**src/rtl/mem_march_bist.sv**
```systemverilog
// March C- BIST controller: sequences reads/writes into a single-port array,
// stops at the first read mismatch and holds pass/fail results until restarted.
module mem_march_bist #(
    parameter int unsigned          ADDR_BITS = 5,
    parameter int unsigned          DATA_BITS = 8,
    parameter int unsigned          RD_LAT    = 1,
    parameter logic [DATA_BITS-1:0] BG        = '0
) (
    input  logic                 clk,
    input  logic                 reset,
    input  logic                 start,
    output logic                 busy,
    output logic                 done,
    output logic                 pass,
    output logic [2:0]           fail_elem,
    output logic [ADDR_BITS-1:0] fail_addr,
    output logic [DATA_BITS-1:0] fail_data,
    output logic                 mem_we,
    output logic [ADDR_BITS-1:0] mem_addr,
    output logic [DATA_BITS-1:0] mem_wdata,
    input  logic [DATA_BITS-1:0] mem_rdata
);

    typedef enum logic [1:0] {StIdle, StRd, StWr, StDone} state_e;

    localparam logic [ADDR_BITS-1:0] AddrMax = '1;
    localparam logic [1:0]           LatLast = 2'(RD_LAT);
    localparam logic [2:0]           ElemLast = 3'd5;

    state_e               state_q, state_d;
    logic [2:0]           elem_q, elem_d;
    logic [ADDR_BITS-1:0] addr_q, addr_d;
    logic [1:0]           lat_q, lat_d;
    logic                 pass_q, pass_d;
    logic [2:0]           fail_elem_q, fail_elem_d;
    logic [ADDR_BITS-1:0] fail_addr_q, fail_addr_d;
    logic [DATA_BITS-1:0] fail_data_q, fail_data_d;

    // Per-element decode of the March C- op list
    logic                 elem_down, next_down, two_ops, last_addr, rd_last, mismatch, do_step;
    logic [DATA_BITS-1:0] exp_data, wr_data;
    logic [2:0]           elem_inc;

    // Element attributes: direction, op count, expected read and write data
    always_comb begin
        elem_inc  = elem_q + 3'd1;
        elem_down = (elem_q == 3'd3) || (elem_q == 3'd4);
        next_down = (elem_inc == 3'd3) || (elem_inc == 3'd4);
        two_ops   = (elem_q != 3'd0) && (elem_q != ElemLast);
        exp_data  = ((elem_q == 3'd2) || (elem_q == 3'd4)) ? ~BG : BG;
        wr_data   = ((elem_q == 3'd1) || (elem_q == 3'd3)) ? ~BG : BG;
        last_addr = elem_down ? (addr_q == '0) : (addr_q == AddrMax);
        rd_last   = (lat_q == LatLast);
        mismatch  = (mem_rdata != exp_data);
    end

    // State register; async reset forces mem_we low immediately
    always_ff @(posedge clk or posedge reset) begin
        if (reset) begin
            state_q <= StIdle;
        end else begin
            state_q <= state_d;
        end
    end

    // Datapath registers: address/element walk, read latency counter, results
    always_ff @(posedge clk or posedge reset) begin
        if (reset) begin
            elem_q      <= '0;
            addr_q      <= '0;
            lat_q       <= '0;
            pass_q      <= 1'b0;
            fail_elem_q <= '0;
            fail_addr_q <= '0;
            fail_data_q <= '0;
        end else begin
            elem_q      <= elem_d;
            addr_q      <= addr_d;
            lat_q       <= lat_d;
            pass_q      <= pass_d;
            fail_elem_q <= fail_elem_d;
            fail_addr_q <= fail_addr_d;
            fail_data_q <= fail_data_d;
        end
    end

    // Next-state: op sequencing within an address, address walk, element walk
    always_comb begin
        state_d     = state_q;
        elem_d      = elem_q;
        addr_d      = addr_q;
        lat_d       = lat_q;
        pass_d      = pass_q;
        fail_elem_d = fail_elem_q;
        fail_addr_d = fail_addr_q;
        fail_data_d = fail_data_q;
        do_step     = 1'b0;

        case (state_q)
            StIdle, StDone: begin
                if (start) begin
                    state_d     = StWr;
                    elem_d      = '0;
                    addr_d      = '0;
                    lat_d       = '0;
                    pass_d      = 1'b0;
                    fail_elem_d = '0;
                    fail_addr_d = '0;
                    fail_data_d = '0;
                end
            end
            StRd: begin
                if (!rd_last) begin
                    lat_d = lat_q + 2'd1;
                end else begin
                    lat_d = '0;
                    if (mismatch) begin
                        state_d     = StDone;
                        pass_d      = 1'b0;
                        fail_elem_d = elem_q;
                        fail_addr_d = addr_q;
                        fail_data_d = mem_rdata;
                    end else if (two_ops) begin
                        state_d = StWr;
                    end else begin
                        do_step = 1'b1;
                    end
                end
            end
            StWr: do_step = 1'b1;
            default: state_d = StIdle;
        endcase

        // Last op at this address finished: move to next address or element
        if (do_step) begin
            if (last_addr) begin
                if (elem_q == ElemLast) begin
                    state_d = StDone;
                    pass_d  = 1'b1;
                end else begin
                    elem_d  = elem_inc;
                    addr_d  = next_down ? AddrMax : '0;
                    state_d = StRd;
                end
            end else begin
                addr_d  = elem_down ? (addr_q - 1'b1) : (addr_q + 1'b1);
                state_d = (elem_q == 3'd0) ? StWr : StRd;
            end
        end
    end

    // Outputs: array port driven only while in a read or write op
    always_comb begin
        busy      = (state_q == StRd) || (state_q == StWr);
        done      = (state_q == StDone);
        mem_we    = (state_q == StWr);
        mem_addr  = busy ? addr_q : '0;
        mem_wdata = mem_we ? wr_data : '0;
        pass      = pass_q;
        fail_elem = fail_elem_q;
        fail_addr = fail_addr_q;
        fail_data = fail_data_q;
    end

endmodule

```
**config.mk**
```make
export PLATFORM = sky130hd
export DESIGN_NAME = mem_march_bist
export DESIGN_NICKNAME = d
export VERILOG_FILES = /design/src/rtl/mem_march_bist.sv
export SDC_FILE = /design/constraint.sdc
export NUM_CORES = 1
export LEC_CHECK = 0
export CORE_UTILIZATION = 50
export DETAILED_ROUTE_END_ITERATION = 6
export PLACE_DENSITY = 0.8
export SLEW_MARGIN = 20
export SYNTH_ARGS = -nofsm -noshare
export SYNTH_HDL_FRONTEND = slang
export SYNTH_SLANG_ARGS = --single-unit
```
**constraint.sdc**
```tcl
create_clock -name clk -period 3.15 [get_ports clk]
set_input_delay 0.4725 -clock clk [delete_from_list [all_inputs] [get_ports clk]]
set_output_delay 0.4725 -clock clk [all_outputs]
set_load 0.01 [all_outputs]
```
Yosys cells after proc, flatten, opt, wreduce, memory -nomap -nowiden
Cells that the tools add are included.
Word-level totals
  bits in registers: 29
  output and inout port bits: 33
Cells by class
  add/sub/neg operators: 4
  equal/unequal tests: 20
  muxes and demuxes: 52
  reductions and logical operators: 16
Operator list (number)
  2-to-1 mux 5 bit: 11
  2-to-1 mux 8 bit: 6
  2-to-1 mux 3 bit: 8
  2-to-1 mux 2 bit: 10
  one-hot mux 8 bit (2 select lines): 1
  2-to-1 mux 1 bit: 10
  one-hot mux 5 bit (2 select lines): 1
  == test 3 x 2 -> 1 bit, second input constant: 3
  == test 3 bit, second input constant: 3
  != test 3 bit, second input constant: 3
  != test 8 bit: 1
  one-hot mux 2 bit (2 select lines): 2
  AND reduction 4 bit: 2
  != test 2 bit, second input constant: 3
  one-hot mux 3 bit (2 select lines): 1
  nonzero test 3 bit: 2
  adder 5 x 1 -> 5 bit, second input constant: 1
  == test 5 bit, second input constant: 1
  zero test 5 bit: 1
  logical OR 1 bit: 5
  subtractor 5 x 1 -> 5 bit, second input constant: 1
  == test 2 x 1 -> 1 bit, second input constant: 2
  == test 2 bit, second input constant: 2
  != test 4 bit, second input constant: 1
  other kinds (10): 11

Longest topological paths before layout
Gate-level depths: netlist of run 1.
  depth in word-level cells: 10
  depth in mapped cells: 10

Least setup slack after synthesis of run 1
OpenSTA, ideal clock, no wires.
  path kind: reg-to-reg
  from: reg elem_q[0]
  to: reg addr_q[4]
  library setup time: 122 ps
  data arrival time: 2211 ps
  required time: 3028 ps
  slack: 817 ps
  cell stages (with the launch flop): 11
  cells stage by stage: dfrtp_1 inv_1 ha_1 mux2i_1 inv_1 ha_1 nor2b_1 o21ai_0 and3_1 o31ai_1 a32o_1
On the way
  word-level cells in the longest chain between the ends: 8
Ends and longest elaborated chain
  from (decl): RTL line 31  | logic [2:0] elem_q, elem_d;
  from (signal assigned): RTL line 77  | elem_q <= elem_d;
  == test 3 x 2 -> 1 bit / == test 3 bit (equally long branches): RTL line 50, 47
  logical OR 1 bit: RTL line 50  | exp_data = ((elem_q == 3'd2) || (elem_q == 3'd4)) ? ~BG : BG;
  2-to-1 mux 8 bit: RTL line 50
  != test 8 bit: RTL line 54  | mismatch = (mem_rdata != exp_data);
  2-to-1 mux 1 bit: RTL line 117  | if (mismatch) begin
  2-to-1 mux 1 bit: RTL line 113  | if (!rd_last) begin
  one-hot mux 1 bit (2 select lines): RTL line 99  | case (state_q)
  2-to-1 mux 5 bit (*): RTL line 135  | if (do_step) begin
  net addr_d[4]: RTL line 32  | logic [ADDR_BITS-1:0] addr_q, addr_d;
  to (signal assigned): RTL line 78  | addr_q <= addr_d;
  to (decl): RTL line 32
Mark *: on every way through the listed nets, which the timed path passes. The rest lies on a longest branch.
A chain may end at the register's enable or synchronous reset.

Worst setup path after layout of run 1
  from: reg state_q[0]
  to: out mem_wdata[1]
On the way
  word-level cells in the longest chain between the ends: 2
Ends and longest elaborated chain
  from (decl): RTL line 30  | state_e state_q, state_d;
  from (signal assigned): RTL line 60  | state_q <= StIdle;
  from (signal assigned): RTL line 62  | state_q <= state_d;
  == test 2 bit: RTL line 156  | mem_we = (state_q == StWr);
  2-to-1 mux 8 bit: RTL line 158  | mem_wdata = mem_we ? wr_data : '0;
  to (decl): RTL line 20  | output logic [DATA_BITS-1:0] mem_wdata,
No other way between the ends.

==> results by group, run 1 <==
Place
  – GPL Wtd Cong: 0.828
  – DP Area: 2290 um^2
  – PortBufs: 43
  – HPWL after DPL: 3230 um

Detailed routing
  – Post-Route WL: roughly 4300 um
  – Drt first pass iters: 4
  – Top routing layer used: met4
  – Total number of vias: roughly 1600
  – Metal-1 WL: approximately 1900 um
  – Initial DRC Count: 56
  – Met2 wire len: 2130 um
  – Routed length on met3: 261 um
  – DRC viols: 0
  – Post-DR wirelength/cell: between 15 and 20 um
  – Vias/cell: ~5.8
  – Antenna-violating nets left: 0

Global routing
  – Largest net degree at the start of global routing: 30
  – Vias in the first global route: 1515
  – Global Route Usage Sum: 0.236
  – GR Overflow Total: 0
  – Initial antenna violation count: 0
  – First-pass GRT wire length: about 7300 um

Clock network
  – # clock sinks: 29
  – CTS root buffer: clkbuf_8
  – TritonCTS clock tree: yes
  – Clock latency on the worst-skew pair: 0.28 ns
  – Hold buffers post-CTS: 0
  – Num CTS Buffers: 5
  – Worst-path clk slew: roughly 0.060 ns
  – CTS resizes: 0
  – Max Root-Sink Buffers: 2
  – Post-CTS setup buffer count: 0
  – Max H-tree Level: 2

Layout
  – Register area: a little over 700 um^2
  – Post-route cell area: between 2000 and 2500 um^2
  – Area of the multi-input gates: roughly 990 um^2
  – Fill count: ~280
  – Layout cells sized above 1: 0.103
  – Number of nets in the layout: 246
  – Number of diodes: 0
  – Area Overhead vs Synth: 25.8%

STA
  – Fmax: around 0.36 GHz
  – Slew HR: 0.541
  – RSZ-0062 raised after global routing: false
  – Setup TNS: 0 ns
  – Final Max Slew Viols: 0
  – Worst-margin pin slew: 0.684 ns
  – Final Skew: ~0.0034 ns
  – Fin. Hold Viols: 0
  – Final worst path period need: 2.75 ns
  – # setup viols final: 0
  – Tcrit/Tclk final: 0.873

Floorplanning
  – Starting Density: 0.544
  – Die area: 4020 um^2
  – Die Wd: 63.4 um
  – Die height: 63.4 um
  – Rows: 21
  – Number of I/O pins: between 40 and 50
  – Core area: 3470 um^2

Yosys
  – Synth Area in XOR/XNOR: 0.0139
  – Synthesized instance count: 186
  – Post-synthesis cell type count: 45
  – Post-synthesis compound-gate area fraction: 0.233
  – Number of synthesized flops with an enable pin: 0
  – Register bit total from synthesis: 29
  – YS warnings: 0
  – Area share of fa/ha/maj cells after synthesis: 0.0836
  – Multiplexer share of the synthesized area: 0.0212
  – Yosys top cell by area: dfrtp_1
  – Avg Inst Size Synth: around 10 um^2
  – Synthesized Nets: 209
  – Predominant post-synthesis flop cell: dfrtp_1
  – Synthesized cell area: 1890 um^2
  – Post-Synth Simple-Gate Area: 0.175
  – Largest family of logic cells by synthesized area: compound AO/OA/AOI/OAI gates
  – Seq/Total Area, Yosys: 0.385
  – Synth area leaders: dfrtp_1, ha_1, nand4_1, a21bo_1, buf_4
  – Async SR Flop Fraction: 1.00
  – Area share of the leading cell type in the synthesized netlist: 0.385

Setup path
  – Req. time, crit path: 2.68 ns
  – Critical path fanouts, max: 8
  – Most frequent CP cell: inv_1
  – Slowest stage cell, crit path: clkdlybuf4s50_1
  – Crit path DAT: 2.28 ns
  – Crit path capture type: output pin
  – Max stage delay on crit path: 0.67 ns
  – RR Endpoint: addr_q[4]
  – Cells on worst reg2reg path: 10
  – R2R setup slack: 0.51 ns
  – Kind of critical path: reg -> out
  – Worst setup SP type: flop
  – FF-to-FF Start: elem_q[0]
  – CP Cell Sequence: inv_1, ha_1, inv_1, nor3_1, clkdlybuf4s50_1

Outcome
  – Status: completed

Pwr
  – Maximum vdd drop: 0.418 mV
  – Power Density: 745 nW/um^2
  – Static Leakage: between 1 and 1.5 nW

Min path
  – Worst hold endpoint: fail_data[4]
  – HP Class: reg -> reg
  – Hold wc startpoint: fail_data[4]
  – Worst Hold Path Cells: 1

Job
  – Maxcap violations: 0
## kinds of logic after synthesis
logic type / count (synthesis)
DFF: 29
muxes: 4
and+or+nand+nor: 55
adders and majority gates: 12
xor gates and xnor gates: 3
buffers and inverters: 31
AOI/OAI and AO/OA: 52
## synth_stat cells, types with 4 or more instances
library cell and instances:
a21bo_1 10, a21bo_2 6, a21oi_1 4, a32o_1 5
buf_4 9, clkbuf_1 4, dfrtp_1 29, ha_1 11
inv_1 14, mux2i_1 4, nand2_1 7, nand3_1 4
nand4_1 18, nor2_1 4, nor2b_1 6, o21ai_0 9
## sequential cells by signal, summed over array words and instances (netlist names)
name	cells
fail_elem	3
addr_q	5
fail_data	8
pass	1
fail_addr	5
state_q	2
lat_q	2
elem_q	3
## metal layers
metal  vias up  global-route usage
li1        757                   -
met1       761               0.305
met2        51               0.384
met3         7              0.0616
met4         0              0.0682
met5         -                   0
## how the worst max path moves through the flow
stage / depth (start not counted) / end / startpoint
2_1_floorplan: 10 / addr_q[4] / elem_q[0]
3_3_place_gp: 10 / addr_q[3] / elem_q[0]
3_5_place_dp: 10 / addr_q[4] / elem_q[0]
4_1_cts: 5 / mem_wdata[3] / state_q[0]
5_1_grt: 5 / mem_wdata[1] / state_q[0]
6_report: 5 / mem_wdata[1] / state_q[0]
## critical path, delay by kind of cell, from the launching register on
family,cells,cell delay (ns)
buffers and inverters,3,0.83
DFF,1,0.42
adders and majority gates,1,0.17
and+or+nand+nor,1,0.58
## layout make-up
class	count	area share
Clock buffer	6	0.0306
Timing Repair Buffer	47	0.194
Multi-Input combinational cell	126	0.419
Tap cell	46	0.0242
Inverter	14	0.0221
Sequential cell	29	0.306
Clock inverter	2	0.00422
## report_power, final
part           leakage [nW]  switching [mW]  internal (mW)
clock                0.0450           0.141          0.153
combinational         0.691           0.470          0.447
sequential            0.391          0.0972          0.461
total                  1.13           0.708           1.06
## cells in the final DEF, fill, tap and decap left out, types with 2 or more instances in the layout
master            n
a32o_1            5
nand2_1           7
nand4_1          18
o2111a_1          2
nor4_1            3
mux2i_1           4
a31oi_1           2
o21ai_0           9
clkinv_2          2
ha_1             11
a22o_1            3
nand3_1           4
clkdlybuf4s50_1  43
a21bo_2           6
inv_1            14
clkbuf_8          5
nand2b_1          3
o211ai_1          2
nor2b_1           6
buf_4             4
a21oi_1           4
xor2_1            3
nor2_1            4
o2111ai_1         2
a21bo_1          10
dfrtp_1          29
## stage by stage
step           setup slack, ns  power (mW)  instances  utilization  hold WS, ns
2_1_floorplan            0.817        1.16        186            -        0.472
3_3_place_gp             0.681        1.45        262        0.661        0.462
3_5_place_dp             0.555        1.48        262        0.661        0.469
4_1_cts                  0.390        1.78        270        0.684        0.483
5_1_grt                  0.205        1.89        270        0.684        0.496
6_report                 0.401        1.77        270        0.684        0.483
No activity file was read; power rests on OpenSTA's default activity.
==> inputs of run 2 (changes only) <==
- ABC_CLOCK_PERIOD_IN_PS: unset -> 3100
- clock period: 3.15 -> 3.1 ns (I/O delays scaled with it)
==> run 2 against run 1 <==
Routed wire length rose by 3.1%. Sequential power rose by 2%. Sequential share of layout area fell by 0.43 points. Critical path type unchanged. Largest power group unchanged.
==> results by group, run 2 (synthesized netlist as in run 1, its figures left out) <==
Global routing
  – Global Route Usage Sum: 0.236
  – Largest net degree at the start of global routing: 30
  – First-pass GRT wire length: 7380 um
  – GR Overflow Total: 0
  – Initial antenna violation count: 0
  – Vias in the first global route: 1493

Layout
  – Largest register FFs: 8
  – Commonest cells after routing, fill and taps aside: clkdlybuf4s50_1, dfrtp_1, nand4_1
  – Layout cells sized above 1: 0.103
  – Fill count: approximately 260
  – Register area: 726 um^2
  – Number of diodes: 0
  – Most common cell after layout, fill and taps aside: clkdlybuf4s50_1
  – Post-route cell area: 2410 um^2
  – Number of nets in the layout: 246
  – Area of the multi-input gates: around 1000 um^2
  – Non-Filler Instances: 270
  – Area Overhead vs Synth: 27.6%
  – Final Core Density: 0.694

Clock network
  – CTS resizes: 0
  – CTS root buffer: clkbuf_8
  – Hold buffers post-CTS: 0
  – Num CTS Buffers: 5
  – # clock sinks: 29
  – Max H-tree Level: 2
  – Clock latency on the worst-skew pair: 0.28 ns
  – TritonCTS clock tree: yes
  – Post-CTS setup buffer count: 0
  – Worst-path clk slew: 0.06 ns
  – Max Root-Sink Buffers: 2

Detailed routing
  – DRC viols: 0
  – Initial DRC Count: 120
  – Antenna-violating nets left: 0
  – Post-Route WL: 4420 um
  – Drt first pass iters: 4
  – Post-DR wirelength/cell: 16.4 um
  – Vias/cell: approximately 5.9
  – Total number of vias: 1599

Setup path
  – Critical path fanouts, max: 8
  – Crit path capture type: output pin
  – Worst setup SP type: flop
  – Req. time, crit path: 2.63 ns
  – Crit path DAT: 2.33 ns
  – Kind of critical path: reg -> out

Place
  – Placed instance count: between 200 and 300
  – HPWL after DPL: 3180 um
  – PortBufs: 43
  – GPL Wtd Cong: 0.816
  – DP Area: 2290 um^2

STA
  – Fmax: 0.358 GHz
  – Final Max Slew Viols: 0
  – Hold Worst Slack: 0.478 ns
  – Fin. Hold Viols: 0
  – # setup viols final: 0
  – Slew HR: 0.503
  – Setup TNS: 0 ns
  – RSZ-0062 raised after global routing: false
  – Final Skew: 0.00577 ns
  – Worst-margin pin slew: 0.741 ns
  – Tcrit/Tclk final: 0.902
  – Final worst path period need: 2.80 ns

Outcome
  – Status: completed

Min path
  – HP Class: reg -> reg

Pwr
  – Maximum vdd drop: 0.408 mV
  – Power Density: 795 nW/um^2
  – Static Leakage: 1.14 nW

Floorplanning
  – Die Wd: 63.4 um
  – Die area: 4020 um^2
  – Die height: 63.4 um
  – Core area: 3470 um^2
  – Rows: 21
  – Number of I/O pins: 44
  – Starting Density: 0.544

Job
  – Maxcap violations: 0
run 2: final timing paths:
| path | from | endpoint | slack [ns] | cells past startpoint |
|---|---|---|---|---|
| worst max register to register | elem_q[0] | addr_q[4] | 0.46 | 10 |
| max in group asynchronous | reset | addr_q[2] | 2.26 | 3 |
| worst max-delay path | state_q[0] | mem_wdata[3] | 0.30 | 5 |
| worst min-delay path | fail_data[3] | fail_data[3] | 0.48 | 1 |
| worst min register to register | fail_data[3] | fail_data[3] | 0.48 | 1 |
| min in group asynchronous | reset | fail_data[6] | 0.56 | 3 |
run 2: cell type report:
cell class | instances | share of cell area
Clock buffer | 7 | 0.0359
Sequential cell | 29 | 0.301
Clock inverter | 1 | 0.0125
Tap cell | 46 | 0.0239
Multi-Input combinational cell | 126 | 0.413
Inverter | 14 | 0.0218
Timing Repair Buffer | 47 | 0.191
run 2: metal layers:
layer  vias up  wire, um  global-route usage
met2        65      2170               0.384
met5         -         0                   0
met1       776      1910               0.309
met4         0        62              0.0682
li1        752         -                   -
met3         6       284              0.0580
run 2: critical path, stage by stage (launching register included):
cell and delay, ns:
dfrtp_1 0.43, inv_1 0.08, ha_1 0.16, inv_1 0.08
nor3_1 0.62, clkdlybuf4s50_1 0.68
run 2: metrics by stage:
stage / power [mW] / setup WS, ns
3_5_place_dp: 1.50 / 0.472
3_3_place_gp: 1.47 / 0.644
4_1_cts: 1.91 / 0.322
5_1_grt: 2.04 / 0.160
2_1_floorplan: 1.18 / 0.767
6_report: 1.91 / 0.303
run 2: where the power goes:
group	internal [mW]	switching [mW]
combinational	0.453	0.482
sequential	0.468	0.102
clock	0.262	0.147
total	1.18	0.731
==> inputs of run 3 (changes only) <==
- SKIP_LAST_GASP: unset -> 1
==> results of run 3 <==
Same layout as run 2: the final DEF is identical, and so are final timing and power.
